`config.mk`:
```
export PLATFORM = sky130hd
export DESIGN_NAME = fft_magni_peak_flat
export DESIGN_NICKNAME = d
export VERILOG_FILES = /design/src/rtl/fft_magni_peak_if.sv /design/src/rtl/fft_magni_peak.sv /design/src/flat_wrapper.sv
export SDC_FILE = /design/constraint.sdc
export NUM_CORES = 1
export LEC_CHECK = 0
export BUFFER_PORTS_ARGS = -buffer_cell sky130_fd_sc_hd__clkbuf_2
export CAP_MARGIN = 25
export CORE_MARGIN = 4
export CORE_UTILIZATION = 45
export CTS_CLUSTER_DIAMETER = 30
export CTS_CLUSTER_SIZE = 16
export DETAILED_ROUTE_END_ITERATION = 7
export PLACE_DENSITY = 0.66
export SETUP_SLACK_MARGIN = 0.3
export SLEW_MARGIN = 25
export SYNTH_ARGS = -nofsm -noshare
export SYNTH_HDL_FRONTEND = slang
export SYNTH_SLANG_ARGS = --single-unit
```
`constraint.sdc`:
```
create_clock -name sys_clk -period 3.3 [get_ports sys_clk]
set_input_delay 0.165 -clock sys_clk [delete_from_list [all_inputs] [get_ports sys_clk]]
set_output_delay 0.165 -clock sys_clk [all_outputs]
set_load 0.05 [all_outputs]
```
`src/rtl/fft_magni_peak_if.sv`:
```
// Streaming bin bus: one bin per valid cycle, carrying its address and frame-last flag.
interface fft_magni_peak_if #(
  parameter int DATA_W = 80,
  parameter int ADDR_W = 16
);
  logic              valid;
  logic [DATA_W-1:0] data;
  logic [ADDR_W-1:0] addr;
  logic              last;

  modport master (output valid, data, addr, last);
  modport slave  (input  valid, data, addr, last);
endinterface

```
`src/rtl/fft_magni_peak.sv`:
```
// FFT bin magnitude (alpha-max-plus-beta-min, 3-stage pipeline) with per-frame
// windowed peak search and framing-error detection on the output side.
module fft_magni_peak #(
  parameter int IN_W      = 40,
  parameter int ADDR_W    = 16,
  parameter int MAG_W     = 16,
  parameter int MAG_SHIFT = 24,
  parameter int FRAME_LEN = 16384,
  parameter int FCNT_W    = 8
) (
  input  logic              sys_clk,
  input  logic              sys_rst,
  fft_magni_peak_if.slave   s_axis_fft,
  fft_magni_peak_if.master  m_axis_fftmagni,
  input  logic [ADDR_W-1:0] cfg_pk_lo,
  input  logic [ADDR_W-1:0] cfg_pk_hi,
  output logic              peak_valid,
  output logic [MAG_W-1:0]  peak_mag,
  output logic [ADDR_W-1:0] peak_addr,
  output logic              peak_none,
  output logic [FCNT_W-1:0] frame_cnt,
  output logic              event_tlast_missing,
  output logic              event_tlast_unexpected
);
  localparam int RAW_W = IN_W + 1;
  localparam int CMP_W = (RAW_W > MAG_W) ? RAW_W : MAG_W;
  localparam int IDX_W = (FRAME_LEN > 1) ? $clog2(FRAME_LEN) : 1;
  localparam logic [IDX_W-1:0] IDX_END = IDX_W'(FRAME_LEN - 1);
  localparam logic [CMP_W-1:0] SAT = CMP_W'({MAG_W{1'b1}});
  localparam logic [0:0] ST_IDLE = 1'b0;
  localparam logic [0:0] ST_RUN  = 1'b1;

  logic [IN_W-1:0]   re, im;
  logic [IN_W-1:0]   absRe_d, absIm_d, absRe_q, absIm_q;
  logic [IN_W-1:0]   max_d, min_d, max_q, min_q;
  logic [RAW_W-1:0]  raw, shifted;
  logic [CMP_W-1:0]  wide;
  logic [MAG_W-1:0]  mag3_d, mag3_q;
  logic              v1_q, v2_q, v3_q, last1_q, last2_q, last3_q;
  logic [ADDR_W-1:0] addr1_q, addr2_q, addr3_q;

  logic [IDX_W-1:0]  idx_d, idx_q;
  logic [0:0]        state_d, state_q;
  logic [ADDR_W-1:0] lo_d, lo_q, hi_d, hi_q, loEff, hiEff;
  logic [MAG_W-1:0]  best_d, best_q, trkMag;
  logic [ADDR_W-1:0] bestAddr_d, bestAddr_q, trkAddr;
  logic              found_d, found_q, trkFound;
  logic              atEnd, close, first, inWin, take;
  logic              peakValid_d, peakValid_q, peakNone_d, peakNone_q;
  logic [MAG_W-1:0]  peakMag_d, peakMag_q;
  logic [ADDR_W-1:0] peakAddr_d, peakAddr_q;
  logic [FCNT_W-1:0] frameCnt_d, frameCnt_q;

  assign re = s_axis_fft.data[IN_W-1:0];
  assign im = s_axis_fft.data[2*IN_W-1:IN_W];

  // Unsigned magnitudes stay IN_W wide so the most negative input maps exactly.
  always_comb begin
    absRe_d = re[IN_W-1] ? (~re + IN_W'(1)) : re;
    absIm_d = im[IN_W-1] ? (~im + IN_W'(1)) : im;
    max_d   = (absRe_q >= absIm_q) ? absRe_q : absIm_q;
    min_d   = (absRe_q >= absIm_q) ? absIm_q : absRe_q;
    raw     = {1'b0, max_q} + {1'b0, min_q >> 2} + {1'b0, min_q >> 3};
    shifted = raw >> MAG_SHIFT;
    wide    = CMP_W'(shifted);
    mag3_d  = (wide > SAT) ? {MAG_W{1'b1}} : wide[MAG_W-1:0];
  end

  always_ff @(posedge sys_clk) begin
    if (sys_rst) begin
      v1_q <= 1'b0; v2_q <= 1'b0; v3_q <= 1'b0;
      last1_q <= 1'b0; last2_q <= 1'b0; last3_q <= 1'b0;
      addr1_q <= '0; addr2_q <= '0; addr3_q <= '0;
      absRe_q <= '0; absIm_q <= '0; max_q <= '0; min_q <= '0; mag3_q <= '0;
    end else begin
      v1_q <= s_axis_fft.valid; last1_q <= s_axis_fft.last; addr1_q <= s_axis_fft.addr;
      absRe_q <= absRe_d; absIm_q <= absIm_d;
      v2_q <= v1_q; last2_q <= last1_q; addr2_q <= addr1_q;
      max_q <= max_d; min_q <= min_d;
      v3_q <= v2_q; last3_q <= last2_q; addr3_q <= addr2_q;
      mag3_q <= mag3_d;
    end
  end

  // The first bin of a frame is judged against the live bounds, which are latched for the rest.
  always_comb begin
    atEnd    = (idx_q == IDX_END);
    close    = v3_q & (last3_q | atEnd);
    first    = (state_q == ST_IDLE);
    loEff    = first ? cfg_pk_lo : lo_q;
    hiEff    = first ? cfg_pk_hi : hi_q;
    inWin    = (addr3_q >= loEff) && (addr3_q <= hiEff);
    take     = v3_q && inWin && (first || !found_q || (mag3_q > best_q));
    trkFound = take || (!first && found_q);
    trkMag   = take ? mag3_q : best_q;
    trkAddr  = take ? addr3_q : bestAddr_q;

    idx_d       = idx_q;
    state_d     = state_q;
    lo_d        = lo_q;
    hi_d        = hi_q;
    found_d     = found_q;
    best_d      = best_q;
    bestAddr_d  = bestAddr_q;
    peakValid_d = 1'b0;
    peakNone_d  = peakNone_q;
    peakMag_d   = peakMag_q;
    peakAddr_d  = peakAddr_q;
    frameCnt_d  = frameCnt_q;

    if (v3_q) begin
      idx_d      = idx_q + IDX_W'(1);
      found_d    = trkFound;
      best_d     = trkMag;
      bestAddr_d = trkAddr;
      if (first) begin
        lo_d    = cfg_pk_lo;
        hi_d    = cfg_pk_hi;
        state_d = ST_RUN;
      end
    end
    if (close) begin
      idx_d       = '0;
      state_d     = ST_IDLE;
      found_d     = 1'b0;
      peakValid_d = 1'b1;
      peakNone_d  = !trkFound;
      peakMag_d   = trkFound ? trkMag : '0;
      peakAddr_d  = trkFound ? trkAddr : loEff;
      frameCnt_d  = frameCnt_q + FCNT_W'(1);
    end
  end

  always_ff @(posedge sys_clk) begin
    if (sys_rst) begin
      idx_q <= '0; state_q <= ST_IDLE; lo_q <= '0; hi_q <= '0;
      found_q <= 1'b0; best_q <= '0; bestAddr_q <= '0;
      peakValid_q <= 1'b0; peakNone_q <= 1'b0; peakMag_q <= '0; peakAddr_q <= '0;
      frameCnt_q <= '0;
    end else begin
      idx_q <= idx_d; state_q <= state_d; lo_q <= lo_d; hi_q <= hi_d;
      found_q <= found_d; best_q <= best_d; bestAddr_q <= bestAddr_d;
      peakValid_q <= peakValid_d; peakNone_q <= peakNone_d;
      peakMag_q <= peakMag_d; peakAddr_q <= peakAddr_d;
      frameCnt_q <= frameCnt_d;
    end
  end

  assign m_axis_fftmagni.valid  = v3_q;
  assign m_axis_fftmagni.data   = mag3_q;
  assign m_axis_fftmagni.addr   = addr3_q;
  assign m_axis_fftmagni.last   = last3_q | (v3_q & atEnd);
  assign event_tlast_unexpected = v3_q & last3_q & !atEnd;
  assign event_tlast_missing    = v3_q & atEnd & !last3_q;
  assign peak_valid             = peakValid_q;
  assign peak_mag               = peakMag_q;
  assign peak_addr              = peakAddr_q;
  assign peak_none              = peakNone_q;
  assign frame_cnt              = frameCnt_q;
endmodule

```
`src/flat_wrapper.sv`:
```
// flat-port wrapper written by rule: the top's interface ports become plain ports
module fft_magni_peak_flat 
#(
  parameter int IN_W      = 40,
  parameter int ADDR_W    = 16,
  parameter int MAG_W     = 16,
  parameter int MAG_SHIFT = 24,
  parameter int FRAME_LEN = 16384,
  parameter int FCNT_W    = 8
)
  (sys_clk, sys_rst, cfg_pk_lo, cfg_pk_hi, peak_valid, peak_mag, peak_addr, peak_none, frame_cnt, event_tlast_missing, event_tlast_unexpected, s_axis_fft_valid, s_axis_fft_data, s_axis_fft_addr, s_axis_fft_last, m_axis_fftmagni_valid, m_axis_fftmagni_data, m_axis_fftmagni_addr, m_axis_fftmagni_last);
  fft_magni_peak_if #(.DATA_W(2*IN_W), .ADDR_W(ADDR_W)) s_axis_fft_i ();
  fft_magni_peak_if #(.DATA_W(MAG_W), .ADDR_W(ADDR_W)) m_axis_fftmagni_i ();
  input  logic sys_clk;
  input  logic sys_rst;
  input  logic [ADDR_W-1:0] cfg_pk_lo;
  input  logic [ADDR_W-1:0] cfg_pk_hi;
  output logic peak_valid;
  output logic [MAG_W-1:0] peak_mag;
  output logic [ADDR_W-1:0] peak_addr;
  output logic peak_none;
  output logic [FCNT_W-1:0] frame_cnt;
  output logic event_tlast_missing;
  output logic event_tlast_unexpected;
  input wire logic [$bits(s_axis_fft_i.valid)-1:0] s_axis_fft_valid;
  input wire logic [$bits(s_axis_fft_i.data)-1:0] s_axis_fft_data;
  input wire logic [$bits(s_axis_fft_i.addr)-1:0] s_axis_fft_addr;
  input wire logic [$bits(s_axis_fft_i.last)-1:0] s_axis_fft_last;
  output wire logic [$bits(m_axis_fftmagni_i.valid)-1:0] m_axis_fftmagni_valid;
  output wire logic [$bits(m_axis_fftmagni_i.data)-1:0] m_axis_fftmagni_data;
  output wire logic [$bits(m_axis_fftmagni_i.addr)-1:0] m_axis_fftmagni_addr;
  output wire logic [$bits(m_axis_fftmagni_i.last)-1:0] m_axis_fftmagni_last;
  assign s_axis_fft_i.valid = s_axis_fft_valid;
  assign s_axis_fft_i.data = s_axis_fft_data;
  assign s_axis_fft_i.addr = s_axis_fft_addr;
  assign s_axis_fft_i.last = s_axis_fft_last;
  assign m_axis_fftmagni_valid = m_axis_fftmagni_i.valid;
  assign m_axis_fftmagni_data = m_axis_fftmagni_i.data;
  assign m_axis_fftmagni_addr = m_axis_fftmagni_i.addr;
  assign m_axis_fftmagni_last = m_axis_fftmagni_i.last;
  fft_magni_peak #(.IN_W(IN_W), .ADDR_W(ADDR_W), .MAG_W(MAG_W), .MAG_SHIFT(MAG_SHIFT), .FRAME_LEN(FRAME_LEN), .FCNT_W(FCNT_W)) u_core (.sys_clk(sys_clk), .sys_rst(sys_rst), .s_axis_fft(s_axis_fft_i), .m_axis_fftmagni(m_axis_fftmagni_i), .cfg_pk_lo(cfg_pk_lo), .cfg_pk_hi(cfg_pk_hi), .peak_valid(peak_valid), .peak_mag(peak_mag), .peak_addr(peak_addr), .peak_none(peak_none), .frame_cnt(frame_cnt), .event_tlast_missing(event_tlast_missing), .event_tlast_unexpected(event_tlast_unexpected));
endmodule
```
* After elaboration in Yosys (flattened, before gate mapping)
Cells that the tools add are included.
** Word-level totals
- Register bits after elaboration :: 352
- Output and inout port bits :: 78
- Logic and storage cells :: 78
** Cells by class
- Add/subtract/negate cells :: 6
- Magnitude comparators :: 5
- Eq/ne operators :: 1
- Mux-type cells :: 12
- Bitwise operators :: 12
- Reduce and logical (&&, ||, !) cells :: 14
** Operators by type and width (count)
- 2-to-1 mux 16 bit :: 7
- adder 40 x 1 -> 40 bit (second input constant) :: 2
- 2-to-1 mux 40 bit :: 2
- inverter 40 bit :: 2
- 2-to-1 mux 39 bit :: 2
- adder 40 x 38 -> 41 bit :: 1
- adder 41 x 37 -> 41 bit :: 1
- greater-or-equal comparator 40 bit :: 1
- greater-than comparator 17 x 16 -> 1 bit (second input constant) :: 1
- greater-or-equal comparator 16 bit :: 1
- greater-than comparator 16 bit :: 1
- less-or-equal comparator 16 bit :: 1
- adder 14 x 1 -> 14 bit (second input constant) :: 1
- == test 14 bit (second input constant) :: 1
- adder 8 x 1 -> 8 bit (second input constant) :: 1
- OR reduction 2 bit :: 3
- bitwise AND 1 bit :: 5
- logical AND 1 bit :: 4
- zero test 1 bit :: 4
- logical OR 1 bit :: 3
- inverter 1 bit :: 3
- OR 1 bit :: 2
- 2-to-1 mux 1 bit :: 1

* Longest topological paths before layout
- Depth in word-level cells :: 7
- Mapped depth :: 15

* Least setup slack after synthesis
OpenSTA, ideal clock, no wires.
- Path type :: reg-to-reg
- From :: reg u_core.state_q
- To :: reg u_core.peakAddr_q[14], in the netlist u_core.peak_addr[14]
- Library setup time :: 0.122 ns
- Arrival time :: 3.400 ns
- Required time :: 3.178 ns
- Setup slack :: -0.221 ns
- Cell stages (with the launch flop) :: 15
- Clock period less this slack :: 3.521 ns
- Cells stage by stage :: dfxtp_1 buf_2 buf_1 mux2i_1 ha_1 a21o_1 a221o_1 a221oi_1 o21ai_1 and3_1 clkbuf_1 a21o_1 buf_4 buf_6 a221o_1
** On the way
- Longest elaborated chain between the ends :: 7
- Elaborated cells between the ends (all ways) :: 14
- Classes of those cells :: order compare (2); mux (4); bitwise (1); reduce/logical (7)
** RTL lines
- start, declared :: line fft_magni_peak.sv:43 : logic [0:0] state_d, state_q;
- start signal, assigned :: line fft_magni_peak.sv:141 : idx_q <= idx_d; state_q <= state_d; lo_q <= lo_d; hi_q <= hi_d;
- 2-to-1 mux 16 bit, on equally long branches :: line fft_magni_peak.sv:90, fft_magni_peak.sv:91
- greater-or-equal comparator 16 bit or less-or-equal comparator 16 bit (tied branches) :: line fft_magni_peak.sv:92 : inWin = (addr3_q >= loEff) && (addr3_q <= hiEff);
- logical AND 1 bit :: line fft_magni_peak.sv:92
- logical AND 1 bit (2 in series) :: line fft_magni_peak.sv:93 : take = v3_q && inWin && (first || !found_q || (mag3_q > best_q));
- 2-to-1 mux 16 bit or logical OR 1 bit (tied branches) :: line fft_magni_peak.sv:96, fft_magni_peak.sv:94
- 2-to-1 mux 16 bit (*) :: line fft_magni_peak.sv:129 : peakAddr_d = trkFound ? trkAddr : loEff;
- end signal, assigned :: line fft_magni_peak.sv:144 : peakMag_q <= peakMag_d; peakAddr_q <= peakAddr_d;
- end, declared :: line fft_magni_peak.sv:51 : logic [ADDR_W-1:0] peakAddr_d, peakAddr_q;
Mark *: on every way between the ends. The rest lies on a longest branch, timed or not.
A chain may end at the register's enable or synchronous reset.

* Worst setup path after layout
- From :: reg u_core.state_q
- To :: reg u_core.peakMag_q[7], in the netlist u_core.peak_mag[7]
** On the way
- Longest elaborated chain between the ends :: 7
- Elaborated cells between the ends (all ways) :: 14
- Classes of those cells :: order compare (2); mux (4); bitwise (1); reduce/logical (7)
** RTL lines
- 2-to-1 mux 16 bit, on equally long branches :: line fft_magni_peak.sv:90, fft_magni_peak.sv:91
- greater-or-equal comparator 16 bit or less-or-equal comparator 16 bit (tied branches) :: line fft_magni_peak.sv:92
- logical AND 1 bit :: line fft_magni_peak.sv:92
- logical AND 1 bit (2 in series) :: line fft_magni_peak.sv:93
- 2-to-1 mux 16 bit or logical OR 1 bit (tied branches) :: line fft_magni_peak.sv:95, fft_magni_peak.sv:94
- 2-to-1 mux 16 bit (*) :: line fft_magni_peak.sv:128 : peakMag_d = trkFound ? trkMag : '0;
- end signal, assigned :: line fft_magni_peak.sv:144
- end, declared :: line fft_magni_peak.sv:50 : logic [MAG_W-1:0] peakMag_d, peakMag_q;
Marks and branches as above.

==> impl_metrics.json <==
{
  "rsz0062_at_grt": "yes",
  "synth_nets": 2284,
  "setup_viol_count_final": 0,
  "htree_levels": 3,
  "filler_cell_count": 3159,
  "fmax_mhz": 321.5,
  "grt_usage_pct": 21.09,
  "cts-buffers-inserted": 71,
  "fin_tns_setup_ns": 0,
  "cts_tree": "built",
  "firstDrtPassIters": 5,
  "num_rows": 73,
  "start_util_pct": 45.99,
  "grt_overflow": 0,
  "synth_ff_type": "dfxtp_1",
  "vias": 15620,
  "p_leak_nw": 10.72,
  "holdCritPathClass": "primary input to flop",
  "synthCells": 1985,
  "p_int_mw": 10.19,
  "crit_fanout": 7,
  "mappedNetlistArea_um2": 18440,
  "clock_skew_ns": 0.01117,
  "r2r_start": "u_core.state_q",
  "r2r_slack_ns": 0.19,
  "dpl.hpwl_mm": 33.39,
  "synth_cell_type_count": 74,
  "drt_first_iter_violations": 1017,
  "dieWidth_um": 210.4,
  "outcome": "completed",
  "power_switching_mw": 4.063,
  "syn-mean-instance-area_um2": 9.289,
  "switching_share_pct": 28.50,
  "syn_to_final_growth_pct": 33.73,
  "antenna_found_initial": 0,
  "required_ns": 3.75,
  "startpoint_type": "flop",
  "drtAntennaViolNets": 0,
  "power_density_nw_per_um2": 578.1,
  "power.total_mw": 14.25,
  "worstSetupPathType": "flop to flop",
  "grt_max_degree": 113,
  "worst_ir_drop_vdd_mv": 0.3933,
  "clock-sinks": 350,
  "drive_above_1_share_pct": 20.84,
  "worstHoldStart": "cfg_pk_hi[11]",
  "ys_warn_count": 0,
  "seq_power_share_pct": 33.1,
  "synth-edff-count": 0,
  "clockBufferDepth": 3,
  "place_congestion": 0.8675,
  "fin_crit_sh_pct": 94.26,
  "die_h_um": 210.4,
  "clk_root_buffer_cell": "clkbuf_16",
  "synth_seq_cells": 350,
  "first_global_vias": 15320,
  "relSlewSlack_pct": 45.67,
  "r2r-end": "u_core.peak_mag[7]",
  "worstPathArrival_ns": 3.56,
  "tightest_slew_ns": 0.8149,
  "cts.clk_slew.worst_paths_ns": 0.05,
  "p_comb_share_pct": 16.8,
  "hold_end": "u_core.hi_q[11]",
  "hold_viol": 0,
  "period_needed_ns": 3.111,
  "multi_input_area_um2": 11180,
  "slew_viol_final": 0,
  "clockPowerShare_pct": 50.1,
  "vias_per_cell": 5.304,
  "wl_per_cell_um": 16.55,
  "ys_seq_area_share_pct": 38.00,
  "grt_pass1_wl_mm": 78.35,
  "end_kind": "flop",
  "fin_util_pct": 61.50,
  "ios": 210,
  "clkLatencyLatePin_ns": 0.57,
  "die_area_um2": 44280,
  "drt-total-wl_mm": 48.74,
  "rr_worst_depth": 13,
  "fin_nets": 2661,
  "drc": 0,
  "core_um2": 40100,
  "seq_area_um2": 7014,
  "synthArstFlopShare_pct": 0,
  "drv_cap": 0,
  "hold_path_depth": 3,
  "port_buffers": 209
}
[state kept, by name, summed over array words and instances (netlist names), 38 cells and up]
name,cells
u_core.absIm_q,40
u_core.absRe_q,40
u_core.max_q,40
u_core.min_q,38
[per-stage QoR]
step                setup slack [ns]  hold slack [ns]  std cells  cell area, µm²
finish                        0.1893          0.01030       2945           24660
global route                 0.09600          0.01703       2944           24660
CTS                           0.2459      0.000009437       2926           24190
detailed placement          -0.06097           0.3820       2666           20180
global placement            -0.01071           0.3739       2666           20170
floorplan                     0.2571           0.2542       1985           18480
[logic make-up (layout without fill, tap and decap cells)]
kind of cell | count (synthesis) | in the layout | share of synthesized area [%]
fa+ha+maj | 167 | 167 | 12.80
compound gates | 359 | 361 | 13.32
buf+inv | 196 | 628 | 4.329
other cells | 0 | 1 | 0
flops | 350 | 350 | 38.00
mux | 145 | 145 | 7.885
simple gates | 666 | 666 | 18.82
xor+xnor | 102 | 102 | 4.845
[timing repair]
item	in CTS	in global routing
gates cloned	4	4
pin swaps	20	22
buffers inserted	13	15
gates resized for setup	52	49
hold buffers	113	0
endpoints found under the hold margin	105	0
setup endpoints to repair	78	85
[metal layers]
metal / vias to the layer above / wire length [µm] / track usage, % / share of wire [%]
met4: 0 / 1120 / 6.439 / 2.3
li1: 7732 / - / - / -
met1: 7234 / 23050 / 30.69 / 47
met2: 557 / 21120 / 31.51 / 43
met3: 97 / 3449 / 4.554 / 7.1
met5: - / 0 / 0 / 0
[worst max path at each step]
stage	from	end	slack (ns)
final	u_core.state_q	u_core.peak_mag[7]	0.19
after global routing	u_core.state_q	u_core.peak_addr[15]	0.1
after CTS	u_core.state_q	u_core.peak_mag[4]	0.25
after detailed placement	u_core.state_q	u_core.peak_mag[7]	-0.06
after global placement	u_core.state_q	u_core.peak_mag[0]	-0.01
after floorplan	u_core.state_q	u_core.peak_addr[14]	0.26
[cell usage after synthesis (all sizes together), types with 30 or more instances]
library cell | n | area (µm²)
fa | 36 | 720.7
a21oi | 62 | 310.3
nor2b | 64 | 400.4
ha | 131 | 1639
clkbuf | 71 | 286.5
nor2 | 189 | 719.4
mux2i | 143 | 1431
nand2b | 132 | 825.8
xor2 | 85 | 744.5
o21ai | 86 | 430.4
nand3 | 38 | 190.2
a211oi | 44 | 335.3
o31ai | 44 | 350.3
inv | 101 | 379.1
dfxtp | 350 | 7007
nand4 | 30 | 187.7
nand2 | 110 | 417.9
[placed cells by master, fill, tap and decap left out, types with 13 or more instances in the layout]
master / count
nand4_1: 30
o21ai_0: 76
clkbuf_16: 77
a211oi_1: 42
nand3_1: 37
a21oi_1: 53
mux2i_1: 127
dfxtp_1: 346
nor2b_1: 64
a221o_1: 18
clkbuf_2: 208
nor2_1: 180
fa_1: 36
xnor2_1: 17
a21o_1: 26
nand2b_1: 132
and2_1: 18
nor3_1: 15
inv_1: 101
o41ai_1: 13
ha_1: 123
or4b_1: 13
o31ai_1: 34
xor2_1: 85
a22oi_1: 15
buf_4: 56
nand2_1: 107
dlygate4sd3_1: 112
[final cells by class]
cell class / instances / area share (%)
antenna: 1 / 0.01015
timing repair buffer: 397 / 12.05
tap: 525 / 2.664
multi-input combinational: 1441 / 45.34
clock buffer: 86 / 7.936
sequential: 350 / 28.45
inverter: 101 / 1.537
clock inverter: 44 / 2.025
[power by group through the flow]
stage / clock network [mW] / registers [mW] / logic, mW
2_1_floorplan: 0 / 4.85 / 1.45
3_3_place_gp: 0 / 4.79 / 2.10
3_5_place_dp: 0 / 4.79 / 2.15
4_1_cts: 7.25 / 4.71 / 2.31
5_1_grt: 7.49 / 4.75 / 2.67
6_report: 7.14 / 4.72 / 2.40
[worst max-delay path, stage by stage (launching register included)]
cell and delay (ns):
dfxtp_4 0.36, buf_12 0.15, buf_12 0.13, mux2i_4 0.19
ha_4 0.27, nand4_1 0.17, o21bai_1 0.21, a311o_1 0.31
o211ai_1 0.13, a21oi_2 0.15, buf_4 0.18, and3_4 0.20
a21o_4 0.24, a221o_1 0.31
No activity file was read; power rests on OpenSTA's default activity.
